File: src/rtl/step_counter.sv
// -----------------------------------------------------------------------------
// step_counter
//   Up/down step counter with synchronous clear/load, run-time selectable
//   wrap or saturate arithmetic, zero/max decode and a sticky overflow flag.
//
//   Optional feature macro: STEP_COUNTER_TERM_EN
//     defined     : tc pulses for one cycle after an update lands on term
//     not defined : tc is tied to 0 and term is ignored
//
// Parameters
//   WIDTH  counter width (>=2)
//   STEP2  increment applied by en2 (1..2**WIDTH-1)
//   DSTEP  decrement applied by en_d (1..2**WIDTH-1)
//
// Ports
//   clk       rising-edge clock
//   rst_n     asynchronous reset, active low
//   clr       synchronous clear to 0 (also clears ovf)
//   load      synchronous load of init (also clears ovf)
//   init      load value
//   en1       count += 1
//   en2       count += STEP2
//   en_d      count -= DSTEP
//   sat_mode  0: modulo wrap, 1: clamp at 0 / all-ones
//   term      terminal value for tc
//   count     current count register
//   zero      count == 0
//   max       count == all-ones
//   ovf       sticky over/underflow flag
//   tc        one-cycle terminal pulse
// -----------------------------------------------------------------------------
module step_counter #(
  parameter int WIDTH = 4,
  parameter int STEP2 = 2,
  parameter int DSTEP = 1
) (
  input  logic             clk,
  input  logic             rst_n,
  input  logic             clr,
  input  logic             load,
  input  logic [WIDTH-1:0] init,
  input  logic             en1,
  input  logic             en2,
  input  logic             en_d,
  input  logic             sat_mode,
  input  logic [WIDTH-1:0] term,
  output logic [WIDTH-1:0] count,
  output logic             zero,
  output logic             max,
  output logic             ovf,
  output logic             tc
);

  localparam logic [WIDTH:0] ONE_W   = (WIDTH+1)'(1);
  localparam logic [WIDTH:0] STEP2_W = (WIDTH+1)'(STEP2);
  localparam logic [WIDTH:0] DSTEP_W = (WIDTH+1)'(DSTEP);

  logic [WIDTH-1:0] count_reg, count_next;
  logic             ovf_reg, ovf_next;
  logic             update;

  // Both datapaths are evaluated every cycle; the priority chain below picks one.
  logic [WIDTH:0] sum;
  logic [WIDTH:0] diff;
  logic           carry;
  logic           borrow;

  assign sum    = {1'b0, count_reg} + (en1 ? ONE_W : STEP2_W);
  assign diff   = {1'b0, count_reg} - DSTEP_W;
  assign carry  = sum[WIDTH];
  assign borrow = ({1'b0, count_reg} < DSTEP_W);

  always_comb begin
    count_next = count_reg;
    ovf_next   = ovf_reg;
    update     = 1'b0;
    if (clr) begin
      count_next = '0;
      ovf_next   = 1'b0;
      update     = 1'b1;
    end else if (load) begin
      count_next = init;
      ovf_next   = 1'b0;
      update     = 1'b1;
    end else if (en1 || en2) begin
      update = 1'b1;
      if (carry) begin
        ovf_next   = 1'b1;
        count_next = sat_mode ? '1 : sum[WIDTH-1:0];
      end else begin
        count_next = sum[WIDTH-1:0];
      end
    end else if (en_d) begin
      update = 1'b1;
      if (borrow) begin
        ovf_next   = 1'b1;
        count_next = sat_mode ? '0 : diff[WIDTH-1:0];
      end else begin
        count_next = diff[WIDTH-1:0];
      end
    end
  end

  always_ff @(posedge clk or negedge rst_n) begin
    if (!rst_n) begin
      count_reg <= '0;
      ovf_reg   <= 1'b0;
    end else begin
      count_reg <= count_next;
      ovf_reg   <= ovf_next;
    end
  end

  assign count = count_reg;
  assign ovf   = ovf_reg;
  assign zero  = (count_reg == '0);
  assign max   = (count_reg == '1);

`ifdef STEP_COUNTER_TERM_EN
  logic tc_reg;

  // The "changed" qualifier keeps tc from re-firing while count sits on term.
  always_ff @(posedge clk or negedge rst_n) begin
    if (!rst_n) begin
      tc_reg <= 1'b0;
    end else begin
      tc_reg <= update && (count_next == term) && (count_next != count_reg);
    end
  end

  assign tc = tc_reg;
`else
  logic unused_term;
  logic unused_update;

  assign unused_term   = ^term;
  assign unused_update = update;
  assign tc            = 1'b0;
`endif

endmodule

File: config.mk
export PLATFORM = sky130hd
export DESIGN_NAME = step_counter
export DESIGN_NICKNAME = d
export VERILOG_FILES = /design/src/rtl/step_counter.sv
export SDC_FILE = /design/constraint.sdc
export NUM_CORES = 1
export LEC_CHECK = 0
export ABC_CLOCK_PERIOD_IN_PS = 2750
export CORE_AREA = 3 3 40 42
export DETAILED_ROUTE_END_ITERATION = 16
export DIE_AREA = 0 0 43 45
export DONT_BUFFER_PORTS = 1
export GPL_TIMING_DRIVEN = 1
export PLACE_DENSITY_LB_ADDON = 0.08
export SLEW_MARGIN = 20
export SYNTH_ARGS = -nofsm -noshare
export SYNTH_HDL_FRONTEND = slang
export SYNTH_SLANG_ARGS = --single-unit
export TNS_END_PERCENT = 50
File: constraint.sdc
create_clock -name clk -period 2.75 [get_ports clk]
set_clock_uncertainty 0.1 [all_clocks]
set_input_delay 0.4125 -clock clk [delete_from_list [all_inputs] [get_ports clk]]
set_output_delay 0.4125 -clock clk [all_outputs]
set_load 0.05 [all_outputs]
## After elaboration in Yosys (flattened, before gate mapping)

Index checks and enable logic that the tools add are counted.

| storage, ports and cells | value |
|---|---|
| bits in registers | 5 |
| bits in latches | 0 |
| memory bits (writable) | 0 |
| ROM bits | 0 |
| bits of input ports | 16 |
| logic and storage cells | 27 |
| memories kept | 0 |

| cells by class | value |
|---|---|
| add/sub/neg operators | 2 |
| multiply operators | 0 |
| divide/modulo/power cells | 0 |
| magnitude comparators | 1 |
| equality and inequality tests | 2 |
| shifts and indexed selects | 0 |
| mux-type cells | 15 |
| bitwise gates (word level) | 0 |
| reductions and logical operators | 5 |

Operators with widths:

| cell | number |
|---|---|
| 2-to-1 mux 4 bit | 8 |
| nonzero test 4 bit | 2 |
| 2-to-1 mux 1 bit | 6 |
| adder 4 x 2 -> 5 bit | 1 |
| equality test 4 bit (second input constant) | 1 |
| zero test 4 bit | 1 |
| < comparator 4 x 1 -> 1 bit (second input constant) | 1 |
| inequality test 4 bit (second input constant) | 1 |
| subtractor 4 x 1 -> 4 bit (second input constant) | 1 |
| AND reduction 3 bit | 1 |
| 2-to-1 mux 2 bit | 1 |
| logical OR 1 bit | 1 |

## Longest topological paths before layout

| depth | value |
|---|---|
| word-level depth | 7 |
| gate-level depth with buffers | 7 |

## Worst setup path after synthesis

No wires, ideal clock.

| timing | value |
|---|---|
| path kind | reg-to-reg |
| from | reg count_reg[1], in the netlist count[1] |
| to | reg count_reg[2], in the netlist count[2] |
| library setup time | 0.129 ns |
| arrival | 2.035 ns |
| data required time | 2.521 ns |
| setup slack | 0.486 ns |
| cell stages (with the launch flop) | 7 |
| clock period less this slack | 2.264 ns |
| path through | dfrtp_1 inv_1 ha_1 nor3b_4 a2111oi_2 a211oi_1 o22ai_1 |

| between the ends | value |
|---|---|
| word-level cells in the longest chain between the ends | 7 |

RTL lines:

| item | RTL line | source |
|---|---|---|
| start: declaration | 58 | `logic [WIDTH-1:0] count_reg, count_next;` |
| start signal: assignment | 109 | `count_reg <= count_next;` |
| subtractor 4 x 1 -> 4 bit | 69 | `assign diff = {1'b0, count_reg} - DSTEP_W;` |
| 2-to-1 mux 4 bit | 97 | `count_next = sat_mode ? '0 : diff[WIDTH-1:0];` |
| 2-to-1 mux 4 bit | 95 | `if (borrow) begin` |
| 2-to-1 mux 4 bit | 93 | `end else if (en_d) begin` |
| 2-to-1 mux 4 bit (*) | 85 | `end else if (en1 \|\| en2) begin` |
| 2-to-1 mux 4 bit (*) | 81 | `end else if (load) begin` |
| 2-to-1 mux 4 bit (*) | 77 | `if (clr) begin` |

Every way passes the cells marked *; elsewhere a longest branch is shown, timed or not. The select of a mux whose other input is x is not followed.
A chain may end at the register's enable or synchronous reset.

## Final worst setup path

| timing | value |
|---|---|
| from | reg count_reg[1], in the netlist count[1] |
| to | out zero |

| between the ends | value |
|---|---|
| word-level cells in the longest chain between the ends | 1 |

RTL lines:

| item | RTL line | source |
|---|---|---|
| zero test 4 bit | 116 | `assign zero = (count_reg == '0);` |
| end: declaration | 48 | `output logic zero,` |

No other way between the ends.

==> impl_metrics.py <==
metrics = {
    "floorplanning": {
        "die_height_um": 45,
        "rows": 13,
        "die-area_sq_um": 1940,
        "placeableCoreArea_sq_um": 1280,
        "top_level_pins": 24,
        "die_width_um": 43,
        "initial_core_util": 0.422,
    },
    "sta": {
        "final.min_clock_period_ns": 2.10,
        "setup_ws_ns": 0.653,
        "worst_slew_pin_slew_ns": 0.766,
        "final-setup-viol-count": 0,
        "maxSlewHeadroom": 0.489,
        "holdWs_ns": 0.140,
        "hold_violations": 0,
        "max_freq_mhz": 477,
        "fin_tns_setup_ns": 0,
        "rsz0062_at_grt": "false",
        "maxSlewViolCount": 0,
        "final_min_period_over_clock_period": 0.762,
    },
    "layout": {
        "nNetsFinal": 89,
        "antenna_cells": 0,
        "stdcell_area_sq_um": 589,
        "largest_register_ff_count": 4,
        "utilization_after_layout": 0.459,
        "syn_to_final_growth_pct": 8.78,
        "layout.cells.non_filler": 82,
        "drive_above_1_share": 0.179,
    },
    "grt": {
        "grt_pass1_vias": 490,
        "grt_max_degree": 11,
        "grt_pass1_wl_um": 2260,
        "globalRouteOverflowTotal": 0,
        "track_usage": 0.156,
        "grt_antenna_before_repair": 0,
    },
    "power_and_ir_drop": {
        "leakage_component_of_the_power_nw": 0.235,
        "share_clk_of_total_power": 0.290,
        "ir_worst_vdd_mv": 0.372,
        "switching_share": 0.384,
        "power.density_nw_per_um2": 486,
        "share_seq_of_total_power": 0.357,
        "pwr-share-comb": 0.353,
        "power_report.internal_total_mw": 0.176,
        "power.net_switching_mw": 0.110,
        "total_power_mw": 0.286,
    },
    "critical_path": {
        "timing.critical_path.to_type": "output port",
        "cp.required_ns": 2.24,
        "worst_reg_to_reg_setup_slack_ns": 0.83,
        "worstSetupPathType": "flip-flop to output port",
        "maximum_fanout_encountered_on_the_critical_timing_path": 5,
        "worst_ep_arrival_time_ns": 1.58,
        "kind_of_launch_point_of_the_worst_setup_path": "flip-flop",
    },
    "yosys": {
        "synth.distinct_cells": 29,
        "syn-cell-area_sq_um": 542,
        "synthesis.instances": 63,
        "postSynthNetCount": 84,
        "register_area_share_after_synthesis": 0.231,
        "yosys_warnings": 0,
        "yosys_register_bits": 5,
        "syn-mean-instance-area_sq_um": 8.60,
    },
    "drt": {
        "remaining_drc_errors": 0,
        "final_antenna_net_count": 0,
        "routed_wirelength_um": 1280,
        "via_count": 493,
        "drt_iter0_drc": 5,
        "drt_pass1_iterations": 3,
        "post_drt_wl_per_cell_um": 15.6,
        "drt-vias-per-instance": 6.01,
    },
    "placed_design": {
        "dp_cells": 77,
        "port_buffers": 0,
        "placedInstanceArea_sq_um": 553,
        "worst_setup_slack_after_placement_ns": 0.812,
        "dp_hpwl_um": 1060,
        "gp_congestion": 0.713,
    },
    "clocking": {
        "worst_setup_hold_path_clk_slew_ns": 0.04,
        "cts_tree": "done",
        "cts_repair_resizes": 0,
        "numClockSinks": 5,
        "insertion_delay_ns": 0.24,
        "cts_max_path_buffers": 2,
        "num_cts_buffers": 3,
        "cts_root_buffer": "sky130_fd_sc_hd__clkbuf_4",
        "htreeDepth": 1,
    },
    "outcome": {
        "run_status": "finished clean",
    },
    "min_path": {
        "classification_of_the_worst_slack_hold_path": "input pin to flip-flop",
    },
    "job": {
        "max-cap-violations": 0,
    },
}
[cells in the mapped netlist]
cell type,n,area [sq um]
sky130_fd_sc_hd__nor3b_4,1,18.8
sky130_fd_sc_hd__a21oi_1,5,25.0
sky130_fd_sc_hd__or3_4,1,11.3
sky130_fd_sc_hd__and3_2,1,7.51
sky130_fd_sc_hd__xnor2_1,1,8.76
sky130_fd_sc_hd__nor3_1,5,25.0
sky130_fd_sc_hd__fa_1,1,20.0
sky130_fd_sc_hd__buf_6,1,11.3
sky130_fd_sc_hd__a211oi_1,1,7.51
sky130_fd_sc_hd__ha_1,4,50.1
sky130_fd_sc_hd__o22ai_1,4,25.0
sky130_fd_sc_hd__o31a_1,2,17.5
sky130_fd_sc_hd__conb_1,1,3.75
sky130_fd_sc_hd__mux2_2,1,11.3
sky130_fd_sc_hd__dfrtp_1,5,125
sky130_fd_sc_hd__clkbuf_1,1,3.75
sky130_fd_sc_hd__o31ai_1,1,7.51
sky130_fd_sc_hd__a2111oi_2,1,15.0
sky130_fd_sc_hd__buf_4,2,15.0
sky130_fd_sc_hd__inv_1,5,18.8
sky130_fd_sc_hd__a311oi_1,1,8.76
sky130_fd_sc_hd__o21ai_0,3,15.0
sky130_fd_sc_hd__a21bo_2,1,10.0
sky130_fd_sc_hd__nor3b_1,2,15.0
sky130_fd_sc_hd__nor2_1,2,7.51
sky130_fd_sc_hd__o21a_1,3,22.5
sky130_fd_sc_hd__o41ai_1,1,8.76
sky130_fd_sc_hd__a21boi_0,1,7.51
sky130_fd_sc_hd__nand2_1,5,18.8
[worst max-delay path: stages, from the launching register on]
cell and delay [ns]:
sky130_fd_sc_hd__dfrtp_1 0.43, sky130_fd_sc_hd__inv_1 0.15, sky130_fd_sc_hd__ha_1 0.23, sky130_fd_sc_hd__nor3b_4 0.28
sky130_fd_sc_hd__buf_4 0.25
[layer usage]
layer | GRT usage | wire length [um]
met1 | 0.196 | 574
met2 | 0.243 | 607
met3 | 0.0637 | 79
met4 | 0.0602 | 21
met5 | 0 | 0
[power groups by stage]
stage	Sequential, mW	Clock (mW)	Combinational, mW
floorplan	0.106	0	0.0807
global placement	0.104	0	0.0992
detailed placement	0.103	0	0.0996
CTS	0.102	0.0871	0.102
global route	0.104	0.0950	0.112
finish	0.102	0.0831	0.101
[final timing paths]
| kind | from | end | cells after the start |
|---|---|---|---|
| max | count[1] | zero | 4 |
| min | clr | ovf | 1 |
| max reg2reg | count[0] | count[2] | 7 |
| min reg2reg | count[0] | count[0] | 2 |
| max in group asynchronous | rst_n | count[0] | 1 |
| min in group asynchronous | rst_n | ovf | 1 |
[cells by family after synthesis]
logic type      count (synthesis)  synth area share
simple gates                   17             0.192
fa+ha+maj                       5             0.129
compound gates                 24             0.314
other cells                     1           0.00692
xor+xnor                        1            0.0162
mux                             1            0.0208
flops                           5             0.231
buf+inv                         9            0.0901
[cell usage in the layout (no fill, tap or decap)]
master,instances
sky130_fd_sc_hd__mux2_2,1
sky130_fd_sc_hd__clkbuf_4,3
sky130_fd_sc_hd__clkbuf_1,1
sky130_fd_sc_hd__inv_1,5
sky130_fd_sc_hd__a21oi_1,5
sky130_fd_sc_hd__o21a_1,3
sky130_fd_sc_hd__nor3b_1,2
sky130_fd_sc_hd__buf_4,3
sky130_fd_sc_hd__o41ai_1,1
sky130_fd_sc_hd__xnor2_1,1
sky130_fd_sc_hd__nor3_1,5
sky130_fd_sc_hd__o22ai_1,4
sky130_fd_sc_hd__nor2_1,2
sky130_fd_sc_hd__o21ai_0,3
sky130_fd_sc_hd__a211oi_1,1
sky130_fd_sc_hd__o31a_1,2
sky130_fd_sc_hd__a21boi_0,1
sky130_fd_sc_hd__or3_4,1
sky130_fd_sc_hd__conb_1,1
sky130_fd_sc_hd__nand2_1,5
sky130_fd_sc_hd__nor3b_4,1
sky130_fd_sc_hd__dlygate4sd3_1,1
sky130_fd_sc_hd__a21bo_2,1
sky130_fd_sc_hd__a2111oi_2,1
sky130_fd_sc_hd__and3_2,1
sky130_fd_sc_hd__fa_1,1
sky130_fd_sc_hd__dfrtp_1,5
sky130_fd_sc_hd__ha_1,4
sky130_fd_sc_hd__a311oi_1,1
sky130_fd_sc_hd__o31ai_1,1
[cell type report]
class / count / area [sq um]
clock buffers: 4 / 26.3
repair buffers: 4 / 32.5
inverters: 5 / 18.8
fillers: 137 / 696
flip-flops and latches: 5 / 125
multi-input cells: 49 / 368
well taps: 15 / 18.8
[what timing repair did]
| item | 4_1_cts | 5_1_grt |
|---|---|---|
| hold endpoints to repair | 5 | 0 |
| hold buffers | 1 | 0 |
| setup buffers | 0 | 0 |
| setup endpoints to repair | 0 | 0 |
No activity file was read; power rests on OpenSTA's default activity.
